===== src/rtl/frame_counter.sv =====
// Frame beat counter: counts valid beats in RUN up to a loaded threshold and
// either parks in FULL (one-shot) or wraps to zero (continuous), pulsing frame_done.
module frame_counter #(
    parameter int CNT_W = 8,
    parameter int MODE  = 0
) (
    input  logic             clk,
    input  logic             rst_n,
    input  logic [CNT_W-1:0] thresh,
    input  logic             start,
    input  logic             stop,
    input  logic             clr,
    input  logic             valid,
    output logic [CNT_W-1:0] count,
    output logic             not_zero,
    output logic             full,
    output logic             busy,
    output logic             frame_done
);

    typedef enum logic [1:0] {
        ST_IDLE = 2'd0,
        ST_RUN  = 2'd1,
        ST_FULL = 2'd2
    } state_t;

    localparam logic [CNT_W-1:0] CNT_ZERO = {CNT_W{1'b0}};
    localparam logic [CNT_W-1:0] CNT_ONE  = {{(CNT_W-1){1'b0}}, 1'b1};
    localparam bit               WRAP     = (MODE == 1);

    state_t           state_r;
    logic [CNT_W-1:0] count_r;
    logic [CNT_W-1:0] thresh_r;
    logic             frame_done_r;
    logic             start_ok_s;
    logic             terminal_s;

    // A start with a zero threshold is treated as if start were low.
    assign start_ok_s = start && (thresh != CNT_ZERO);
    // thresh_r is never zero in RUN, so thresh_r - 1 cannot underflow there.
    assign terminal_s = (state_r == ST_RUN) && valid && (count_r == (thresh_r - CNT_ONE));

    // Frame state machine: priority clr > stop > start > valid.
    always_ff @(posedge clk or negedge rst_n) begin
        if (!rst_n) begin
            state_r      <= ST_IDLE;
            count_r      <= CNT_ZERO;
            thresh_r     <= CNT_ZERO;
            frame_done_r <= 1'b0;
        end else begin
            frame_done_r <= 1'b0;
            if (clr) begin
                state_r <= ST_IDLE;
                count_r <= CNT_ZERO;
            end else if (stop) begin
                state_r <= ST_IDLE;
            end else if (start_ok_s) begin
                state_r  <= ST_RUN;
                count_r  <= CNT_ZERO;
                thresh_r <= thresh;
            end else begin
                case (state_r)
                    ST_RUN: begin
                        if (terminal_s) begin
                            frame_done_r <= 1'b1;
                            if (WRAP) begin
                                count_r <= CNT_ZERO;
                            end else begin
                                count_r <= thresh_r;
                                state_r <= ST_FULL;
                            end
                        end else if (valid) begin
                            count_r <= count_r + CNT_ONE;
                        end else begin
                            count_r <= count_r;
                        end
                    end
                    ST_IDLE: state_r <= ST_IDLE;
                    ST_FULL: state_r <= ST_FULL;
                    default: begin
                        state_r <= ST_IDLE;
                        count_r <= CNT_ZERO;
                    end
                endcase
            end
        end
    end

    assign count      = count_r;
    assign frame_done = frame_done_r;
    assign not_zero   = (count_r != CNT_ZERO);
    assign full       = (state_r == ST_FULL);
    assign busy       = (state_r == ST_RUN);

endmodule


===== config.mk =====
export PLATFORM = sky130hd
export DESIGN_NAME = frame_counter
export DESIGN_NICKNAME = d
export VERILOG_FILES = /design/src/rtl/frame_counter.sv
export SDC_FILE = /design/constraint.sdc
export NUM_CORES = 1
export LEC_CHECK = 0
export CORE_MARGIN = 4
export CORE_UTILIZATION = 40
export CTS_BUF_LIST = sky130_fd_sc_hd__clkbuf_8 sky130_fd_sc_hd__clkbuf_16
export DETAILED_ROUTE_END_ITERATION = 10
export PLACE_DENSITY = 0.6
export RECOVER_POWER = 50
export SYNTH_ARGS = -nofsm -noshare
export SYNTH_HDL_FRONTEND = slang
export SYNTH_SLANG_ARGS = --single-unit

===== constraint.sdc =====
create_clock -name clk -period 2.8 [get_ports clk]
set_input_delay 0.84 -clock clk [delete_from_list [all_inputs] [get_ports clk]]
set_output_delay 0.84 -clock clk [all_outputs]
set_load 0.05 [all_outputs]

== Word level (Yosys, flattened, before mapping) ==
Cells that the tools add are included.

* Input port bits: 14
* Output and inout port bits: 12
* Logic and storage cells: 40
* Register bits: 19

* Multiplexer cells: 16
* Reductions and logical operators: 9
* Bitwise operators: 2
* Equality and inequality tests: 7
* Add/sub/neg operators: 2

{| class="wikitable"
|+ Operator list
! kind !! count
|-
| $mux W8 || 5
|-
| $pmux W8 S2 || 1
|-
| $reduce_bool A8 Y1 || 2
|-
| $ne A5 B3 Y1 const B || 2
|-
| $add A8 B1 Y8 const B || 1
|-
| $eq A8 B8 Y1 || 1
|-
| $mux W2 || 4
|-
| $sub A8 B1 Y8 const B || 1
|-
| $reduce_and A3 Y1 || 2
|-
| $mux W1 || 5
|-
| $pmux W2 S2 || 1
|-
| $logic_and A1 B1 Y1 || 3
|-
| $ne A3 B1 Y1 const B || 1
|-
| $eq A2 B1 Y1 const B || 1
|-
| $eq A2 B2 Y1 const B || 1
|-
| $logic_not A2 Y1 || 1
|-
| $ne A2 B1 Y1 const B || 1
|-
| $not A1 Y1 || 2
|-
| $reduce_or A2 Y1 || 1
|}

== Longest topological paths before layout ==
Gate-level depths: netlist of the first run.

* Word-level depth: 8
* Depth in mapped cells: 9
* Gate-level depth less buffers: 8

== Worst setup path before layout of the first run ==
OpenSTA, ideal clock, no wires.

* Kind: input to register
* From: in thresh[3]
* To: reg count_r[2] (netlist: count[2])
* Stages: 7
* Buffers on the path: 1
* Library setup time: 0.067 ns
* Path slack: 0.371 ns
* Required time: 2.733 ns
* Arrival: 2.362 ns
* Cell sequence: or4_1 > o21ai_2 > nor3b_4 > and3b_1 > buf_1 > a32oi_1 > nand2_1

* Cells in the longest elaborated chain, start to end: 5
* Elaborated cells on any way between the ends: 8
* Those cells by class: 2 x eq/ne; 3 x mux; 3 x reduce/logical

{| class="wikitable"
|+ Ends and longest elaborated chain
! element !! RTL line !! RTL
|-
| start: declaration || 9 || <nowiki>input logic [CNT_W-1:0] thresh,</nowiki>
|-
| $reduce_bool A8 Y1 (*) || 39 || <nowiki>assign start_ok_s = start && (thresh != CNT_ZERO);</nowiki>
|-
| $logic_and A1 B1 Y1 (*) || 39 ||
|-
| $mux W8 || 57 || <nowiki>end else if (start_ok_s) begin</nowiki>
|-
| $mux W8 || 55 || <nowiki>end else if (stop) begin</nowiki>
|-
| $mux W8 || 52 || <nowiki>if (clr) begin</nowiki>
|-
| end signal: assignment || 69 || <nowiki>count_r <= thresh_r;</nowiki>
|-
| end signal: assignment || 73 || <nowiki>count_r <= count_r + CNT_ONE;</nowiki>
|-
| end signal: assignment || 75 || <nowiki>count_r <= count_r;</nowiki>
|-
| end: declaration || 32 || <nowiki>logic [CNT_W-1:0] count_r;</nowiki>
|}

Every way passes the cells marked *; elsewhere a longest branch is shown, timed or not. The select of a mux whose other input is x is not followed.
A chain may end at the register's enable or synchronous reset.

== Worst setup path after layout of the first run ==
* From: reg state_r[1]
* To: out busy

* Cells in the longest elaborated chain, start to end: 1

{| class="wikitable"
|+ Ends and longest elaborated chain
! element !! RTL line !! RTL
|-
| start: declaration || 31 || <nowiki>state_t state_r;</nowiki>
|-
| start signal: assignment || 46 || <nowiki>state_r <= ST_IDLE;</nowiki>
|-
| start signal: assignment || 53 || <nowiki>state_r <= ST_IDLE;</nowiki>
|-
| start signal: assignment || 56 || <nowiki>state_r <= ST_IDLE;</nowiki>
|-
| $eq A2 B1 Y1 || 93 || <nowiki>assign busy = (state_r == ST_RUN);</nowiki>
|-
| end: declaration || 17 || <nowiki>output logic busy,</nowiki>
|}

No other way between the ends.

==> results of run 1 <==
==> per-layer routing <==
metal	up-vias	share of wire, %
li1	571	-
met1	546	44
met2	32	49
met3	6	4.9
met4	0	1.2
met5	-	0
==> power by group through the flow <==
stage	clock network [mW]	logic, mW	registers, mW
2_1_floorplan	0	0.108	0.325
5_1_grt	0.208	0.163	0.340
3_3_place_gp	0	0.143	0.341
4_1_cts	0.192	0.148	0.336
6_report	0.185	0.146	0.336
3_5_place_dp	0	0.147	0.341
==> Yosys cell counts, drive strengths merged <==
cell	n	area, µm²
o211a	1	10.0
o31ai	2	15.0
or3	2	12.5
o211ai	2	15.0
or4	2	15.0
and3b	1	8.76
ha	6	75.1
nor3b	1	18.8
nor3	5	25.0
nand3	3	15.0
dfrtp	19	475
buf	4	31.3
nand4	3	25.0
nor4b	1	8.76
a211oi	1	20.0
a21oi	3	15.0
mux2i	1	10.0
a41oi	1	8.76
a211o	6	52.6
and4b	1	10.0
and2	1	6.26
xor2	3	26.3
clkbuf	1	3.75
and3	2	12.5
xnor2	5	43.8
inv	8	30.0
o31a	1	8.76
nor4	1	6.26
a32oi	6	52.6
nand2b	8	50.1
or2	3	18.8
nand2	16	60.1
nor2	5	21.3
o21ai	7	38.8
mux2	8	90.1
==> tightest hold or removal path, stage by stage, from the launching register on <==
cell	delay (ns)
dfrtp_1	0.40
nand2_1	0.07
o31ai_1	0.06
==> flip-flops by register name (all words and copies together), names as in the netlist <==
name and count:
count 8, thresh_r 8, state_r 2, frame_done 1
==> cells by family (layout without fill, tap and decap cells) <==
kind of cell | after synthesis | after routing | synth area share, %
AOI/OAI and AO/OA | 30 | 30 | 17.7
xor gates and xnor gates | 8 | 8 | 5.24
adders and majority gates | 6 | 6 | 5.62
buffers and inverters | 13 | 45 | 4.87
DFF | 19 | 19 | 35.6
muxes | 9 | 9 | 7.49
and+or+nand+nor | 55 | 55 | 23.5
==> path summary, 6_finish.rpt <==
path / cells after the start / slack (ns) / start / end
worst max-delay path: 3 / 0.16 / state_r[1] / busy
worst min-delay path: 2 / 0.56 / state_r[0] / state_r[0]
worst max register to register: 8 / 0.61 / thresh_r[0] / count[1]
worst min register to register: 2 / 0.56 / state_r[0] / state_r[0]
max in group asynchronous: 2 / 0.89 / rst_n / thresh_r[4]
min in group asynchronous: 2 / 1.28 / rst_n / frame_done
==> cell usage in the layout, fill, tap and decap left out, types with 4 or more instances in the layout <==
cell type        count
clkdlybuf4s50_1     18
inv_1                9
buf_4                7
ha_1                 6
o21ai_0              4
nor3_1               5
xnor2_1              5
dlygate4sd3_1        6
mux2_1               8
dfrtp_1             19
nor2_1               4
a211o_1              6
nand2_1             16
nand2b_1             8
a32oi_1              6
==> per-stage QoR <==
stage                     hold WS, ns  utilization, %  instance area [µm²]  setup slack [ns]
after floorplan                 0.508               -                 1340             0.371
after global placement          0.538            53.6                 1680           -0.0598
after detailed placement        0.552            53.6                 1680            -0.113
after CTS                       0.564            55.0                 1720             0.151
after global routing            0.583            54.9                 1720            0.0248
final                           0.562            54.9                 1720             0.164
==> area by class of cell <==
cell class                      instances  area [µm²]
Tap cell                               44        55.1
Clock buffer                            3        41.3
Fill cell                             307        1410
Inverter                                8        30.0
Multi-Input combinational cell        108         796
Sequential cell                        19         475
Timing Repair Buffer                   33         317
Clock inverter                          1        3.75
==> flow_summary_export.csv, run 1 <==
group,metric,value,unit
run_status,status,"finished clean",
power,fin_total_pwr,0.668,mW
clock_network,htree_levels,1,
yosys,seq_area_frac_synth,35.6,%
power,ir_worst_vdd,309,µV
floorplanning,rows,20,
place,gp_congestion,0.749,
place,dp_hpwl,2.41,mm
power,power.internal,0.470,mW
critical_path,cpPeakStageDelay,0.83,ns
timing,fmax,379,MHz
yosys,syn_nets,160,
clock_network,cts_root_buffer,"clkbuf_8",
global_routing,met2_usage,26.4,%
clock_network,clock_path_buffers,2,
power,power_switching,0.197,mW
clock_network,insertion_delay,0.25,ns
timing,period_share,94.1,%
clock_network,numCtsBuffers,3,
critical_path,arrival,1.80,ns
layout,syn_to_final_growth,28.6,%
clock_network,cts-hold-fix-buffers,0,
layout,nNetsFinal,193,
timing,hold_violations,0,
drt,ant_nets,0,
timing,post-route-min-period,2.64,ns
clock_network,clk_pin_slew,0.07,ns
critical_path,required,1.96,ns
floorplanning,core_region_area,3130,µm²
global_routing,grt_overflow_total,0,
clock_network,postCtsSetupRepairBufs,0,
power,powerDensity,389,nW/µm²
yosys,synth_cells,140,
timing,slew_violations,0,
global_routing,grt_max_degree,20,
layout,drive_gt1_share,10.5,%
drt,vias,1155,
clock_network,cts_resized,0,
critical_path,crit_chain,"inv_1 -> ha_1 -> clkdlybuf4s50_1",
yosys,ys_types,42,
layout,n_antenna_cell,0,
drt,avgViaCountPerCell,5.35,
global_routing,grt_use_total,15.4,%
timing,fin_worst_skew,0.00125,ns
power,switching_share,29.5,%
global_routing,grtUsageMet1,18.6,%
global_routing,antenna_found_initial,0,
drt,drt_iter0_markers,68,
critical_path,cp_max_fo,4,
place,io_buffers,25,
drt,drcViolationCount,0,
drt,routedWlPerCell,13.9,µm
critical_path,cp-start-kind,"flop",
timing,rsz0062_at_grt,"false",
run,maxCapViolations,0,
power,clkPwrFrac,27.7,%
floorplanning,die-area,4330,µm²
hold_path,hold_path_class,"flop to flop",
yosys,ys_ff_latch,19,
yosys,syn_area,1340,µm²
yosys,ys_warn_count,0,
timing,max_slew_margin,30.8,%
global_routing,grt_pass1_vias,1129,
critical_path,cp_slowest_cell,"clkdlybuf4s50_1",
floorplanning,boundaryPins,26,
timing,setup_viol,0,
floorplanning,initial_core_util,42.7,%
timing,tns,0,ns
yosys,syn_avg_cell_area,9.54,µm²
global_routing,grt_pass1_wl,5.11,mm
power,p_seq_share,50.4,%
critical_path,path_delay_family,"buffers and inverters",
layout,fin_cells,216,
timing,worstMarginPinSlew,1.04,ns
drt,drt_pass1_iterations,4,
drt,wl,3.00,mm
critical_path,cp_num_buf_inv,2,
critical_path,critPathKind,"flop to output port",
global_routing,top_usage_layer,"met2",
floorplanning,die_x,65.8,µm
place,dp_cells,212,
clock_network,cts_sinks,19,
critical_path,crit_path_end_kind,"output port",
global_routing,met3_usage,3.91,%
power,p_comb_share,21.9,%
power,p_leak,0.729,nW
floorplanning,die_y,65.8,µm
clock_network,cts_tree,"built",
(Power assumes the default switching activity.)
==> run 2: changes to the inputs <==
--- a/config.mk
+++ b/config.mk
@@ -9,7 +9,7 @@
 export CORE_UTILIZATION = 40
 export CTS_BUF_LIST = sky130_fd_sc_hd__clkbuf_8 sky130_fd_sc_hd__clkbuf_16
 export DETAILED_ROUTE_END_ITERATION = 10
-export PLACE_DENSITY = 0.6
+export PLACE_DENSITY = 0.66
 export RECOVER_POWER = 50
 export SYNTH_ARGS = -nofsm -noshare
 export SYNTH_HDL_FRONTEND = slang
==> flow_summary_export.csv, run 2 (synthesis results as in run 1) <==
group,metric,value,unit
drt,routedWlPerCell,13.5,µm
timing,fmax,380,MHz
global_routing,grt_pass1_wl,5.33,mm
run,maxCapViolations,0,
power,p_leak,0.735,nW
critical_path,cp-start-kind,"flop",
clock_network,postCtsSetupRepairBufs,0,
timing,max_slew_margin,31.9,%
global_routing,grt_overflow_total,0,
layout,syn_to_final_growth,28.6,%
clock_network,cts_tree,"built",
timing,slew_violations,0,
critical_path,required,1.96,ns
critical_path,critPathKind,"flop to output port",
drt,vias,1171,
timing,hold_violations,0,
layout,multiInputGateArea,788,µm²
clock_network,numCtsBuffers,3,
place,postPlaceCellArea,1680,µm²
hold_path,hold_depth,1,
global_routing,met2_usage,26.2,%
critical_path,cp_max_fo,4,
drt,drcViolationCount,0,
layout,final_cell_mix,"dfrtp_1, clkdlybuf4s50_1, nand2_1",
timing,setup_viol,0,
floorplanning,boundaryPins,26,
clock_network,cts_resized,0,
floorplanning,die_x,65.8,µm
place,gp_congestion,0.826,
global_routing,grt_pass1_vias,1227,
floorplanning,initial_core_util,42.7,%
clock_network,htree_levels,1,
clock_network,clk_pin_slew,0.07,ns
global_routing,top_usage_layer,"met2",
layout,final_common_cell,"dfrtp_1",
drt,drt_iter0_markers,73,
clock_network,cts-hold-fix-buffers,0,
layout,nNetsFinal,194,
layout,post-route-util,54.9,%
layout,n_antenna_cell,0,
timing,fin_ws,0.167,ns
power,powerDensity,386,nW/µm²
timing,worstMarginPinSlew,1.02,ns
global_routing,antenna_found_initial,0,
floorplanning,rows,20,
power,ir_worst_vdd,405,µV
clock_network,cts_root_buffer,"clkbuf_8",
timing,fin_worst_skew,0.00139,ns
clock_network,insertion_delay,0.26,ns
hold_path,hold_path_class,"flop to flop",
global_routing,met3_usage,3.23,%
critical_path,arrival,1.79,ns
layout,stdcell_area,1720,µm²
global_routing,grtUsageMet1,19.4,%
clock_network,clock_path_buffers,2,
critical_path,reg2regPathDepth,9,
layout,drive_gt1_share,11.0,%
timing,rsz0062_at_grt,"false",
critical_path,cp_slowest_cell,"clkdlybuf4s50_1",
floorplanning,die-area,4330,µm²
layout,seq_area,475,µm²
place,dp_hpwl,2.33,mm
critical_path,cpPeakStageDelay,0.83,ns
place,dp_cells,213,
timing,whs,0.565,ns
floorplanning,core_region_area,3130,µm²
drt,wl,2.92,mm
layout,fin_cells,217,
drt,drt_pass1_iterations,4,
power,fin_total_pwr,0.663,mW
clock_network,cts_sinks,19,
run_status,status,"finished clean",
drt,ant_nets,0,
place,io_buffers,25,
critical_path,crit_chain,"inv_1 -> ha_1 -> clkdlybuf4s50_1",
timing,period_share,94.0,%
global_routing,grt_max_degree,20,
global_routing,grt_use_total,16.0,%
drt,avgViaCountPerCell,5.40,
floorplanning,die_y,65.8,µm
layout,fillers,297,
critical_path,crit_path_end_kind,"output port",
timing,post-route-min-period,2.63,ns
place,dp_slack,-0.0878,ns
timing,tns,0,ns
## run 2: cell count changes in the layout (fill, tap and decap cells not counted)
cell	change
a211oi_2	+1
a211oi_4	-1
buf_4	+1
## run 2: critical path, delay by kind of cell, from the launching register on
| family | cells | cell delay, ns |
|---|---|---|
| buffers and inverters | 2 | 0.91 |
| adder cells (fa/ha/maj) | 1 | 0.22 |
| flip-flops | 1 | 0.40 |
## run 2: path summary, 6_finish.rpt
| kind | to | startpoint | slack (ns) |
|---|---|---|---|
| worst max-delay path | busy | state_r[1] | 0.17 |
| max in group asynchronous | thresh_r[1] | rst_n | 0.91 |
| worst min register to register | thresh_r[7] | thresh_r[7] | 0.56 |
| min in group asynchronous | count[2] | rst_n | 1.27 |
| worst min-delay path | thresh_r[7] | thresh_r[7] | 0.56 |
| worst max register to register | count[4] | thresh_r[0] | 0.48 |
## run 2: layout make-up
cell class,count,area share (%)
multi-input combinational,108,45.9
sequential,19,27.7
timing repair buffer,34,18.9
tap,44,3.20
clock buffer,3,2.40
inverter,8,1.75
clock inverter,1,0.218
## run 2: layer usage
layer | wire length [µm] | up-vias
met5 | 0 | -
met4 | 86 | 0
met3 | 128 | 8
met2 | 1420 | 28
met1 | 1290 | 557
li1 | - | 578
## run 2: power by group
group / total, mW / internal [mW] / switching [mW]
Sequential: 0.335 / 0.297 / 0.0373
Combinational: 0.142 / 0.0761 / 0.0664
Clock: 0.186 / 0.0976 / 0.0881
==> run 3: changes to the inputs <==
==> constraint.sdc (replaced) <==
create_clock -name clk -period 2.85 [get_ports clk]
set_input_delay 0.855 -clock clk [delete_from_list [all_inputs] [get_ports clk]]
set_output_delay 0.855 -clock clk [all_outputs]
set_load 0.05 [all_outputs]
==> flow_summary_export.csv, run 3 (synthesis results as in run 1) <==
group,metric,value,unit
critical_path,required,3.05,ns
layout,stdcell_area,1740,µm²
drt,wl,3.12,mm
drt,routedWlPerCell,14.4,µm
place,gp_congestion,0.829,
critical_path,cp_num_cells,7,
critical_path,arrival,2.89,ns
timing,post-route-min-period,2.69,ns
run_status,status,"finished clean",
floorplanning,die-area,4330,µm²
critical_path,cp_max_fo,8,
power,ir_worst_vdd,233,µV
timing,fin_worst_skew,0.00136,ns
timing,hold_violations,0,
critical_path,crit_chain,"clkdlybuf4s50_1 -> or4_1 -> o21ai_2 -> nor3b_4 -> nand4_2 -> a211o_1 -> nand2_1",
layout,final_cell_mix,"dfrtp_1, clkdlybuf4s50_1, nand2_1",
clock_network,clk_pin_slew,0.07,ns
critical_path,path_delay_family,"simple AND/OR/NAND/NOR gates",
clock_network,cts_root_buffer,"clkbuf_8",
critical_path,cpPeakStageDelay,0.54,ns
timing,whs,0.559,ns
layout,final_common_cell,"dfrtp_1",
floorplanning,initial_core_util,42.7,%
power,p_comb_share,21.7,%
place,io_buffers,25,
floorplanning,boundaryPins,26,
power,powerDensity,383,nW/µm²
power,clkPwrFrac,28.8,%
hold_path,hold_path_class,"flop to flop",
global_routing,grt_use_total,16.7,%
floorplanning,rows,20,
place,dp_hpwl,2.35,mm
floorplanning,die_y,65.8,µm
timing,worstMarginPinSlew,1.05,ns
clock_network,cts_sinks,19,
floorplanning,die_x,65.8,µm
power,p_leak,0.756,nW
layout,n_antenna_cell,0,
clock_network,insertion_delay,0.26,ns
critical_path,critPathKind,"input port to flop",
drt,drt_pass1_iterations,4,
global_routing,antenna_found_initial,0,
timing,rsz0062_at_grt,"false",
run,maxCapViolations,0,
global_routing,grt_overflow_total,0,
layout,post-route-util,55.7,%
critical_path,cp_num_buf_inv,1,
critical_path,cp-start-kind,"input port",
power,switching_share,30.7,%
critical_path,crit_path_end_kind,"flop",
drt,vias,1159,
critical_path,cp_slowest_cell,"or4_1",
drt,drcViolationCount,0,
timing,max_slew_margin,30.3,%
place,postPlaceCellArea,1700,µm²
clock_network,numCtsBuffers,3,
clock_network,htree_levels,1,
timing,period_share,94.2,%
drt,avgViaCountPerCell,5.34,
timing,slew_violations,0,
critical_path,reg2regPathDepth,9,
power,p_seq_share,49.5,%
layout,syn_to_final_growth,30.4,%
power,power_switching,0.205,mW
clock_network,clock_path_buffers,2,
hold_path,hold_depth,2,
drt,ant_nets,0,
layout,drive_gt1_share,10.4,%
layout,nNetsFinal,194,
timing,setup_viol,0,
global_routing,grt_pass1_wl,5.53,mm
global_routing,grt_max_degree,20,
clock_network,cts-hold-fix-buffers,0,
floorplanning,core_region_area,3130,µm²
timing,fmax,372,MHz
drt,drt_iter0_markers,77,
global_routing,grt_pass1_vias,1169,
power,power.internal,0.462,mW
clock_network,cts_tree,"built",
run 3: per-layer routing:
metal	up-vias	global-route usage, %	routed length, µm
li1	574	-	-
met1	554	21.7	1450
met2	29	26.7	1500
met3	2	3.74	134
met4	0	6.48	29
met5	-	0	0
run 3: worst register-to-register path, stage by stage, from the launching register on:
cell      delay, ns
dfrtp_1        0.48
inv_1          0.07
ha_1           0.29
xnor2_1        0.13
nor3_1         0.22
o211ai_1       0.19
a211oi_4       0.28
buf_12         0.18
mux2i_1        0.19
o21ai_1        0.07
run 3: worst paths after layout:
kind / from / endpoint / slack, ns
max in group asynchronous: rst_n / state_r[0] / 0.93
min in group asynchronous: rst_n / count[0] / 1.29
setup / recovery: thresh[3] / count[5] / 0.16
hold reg to reg: state_r[0] / state_r[0] / 0.56
hold / removal: state_r[0] / state_r[0] / 0.56
setup reg to reg: thresh_r[1] / count[1] / 0.63
run 3: final cells by class:
class	instances	area [µm²]
Fill cell	286	1390
Multi-Input combinational cell	108	796
Sequential cell	19	475
Timing Repair Buffer	34	342
Tap cell	44	55.1
Clock buffer	3	41.3
Inverter	8	30.0
Clock inverter	1	3.75
run 3: through the flow:
step	setup TNS (ns)	total power [mW]	std cells	setup slack, ns
after CTS	0	0.669	217	0.0161
after global routing	0	0.708	217	0.0626
after floorplan	0	0.425	140	0.406
final	0	0.667	217	0.165
after global placement	-0.209	0.472	213	-0.0370
after detailed placement	-0.561	0.479	213	-0.105
run 3: power groups by stage:
stage | clock (mW) | sequential [mW] | combinational (mW)
after floorplan | 0 | 0.319 | 0.106
final | 0.192 | 0.330 | 0.145
after global placement | 0 | 0.333 | 0.140
after global routing | 0.214 | 0.334 | 0.159
after detailed placement | 0 | 0.334 | 0.145
after CTS | 0.195 | 0.328 | 0.146
run 3: timing repair:
item,4_1_cts,5_1_grt
buffers inserted,0,0
gates resized for setup,0,1
endpoints found under the setup margin,0,1
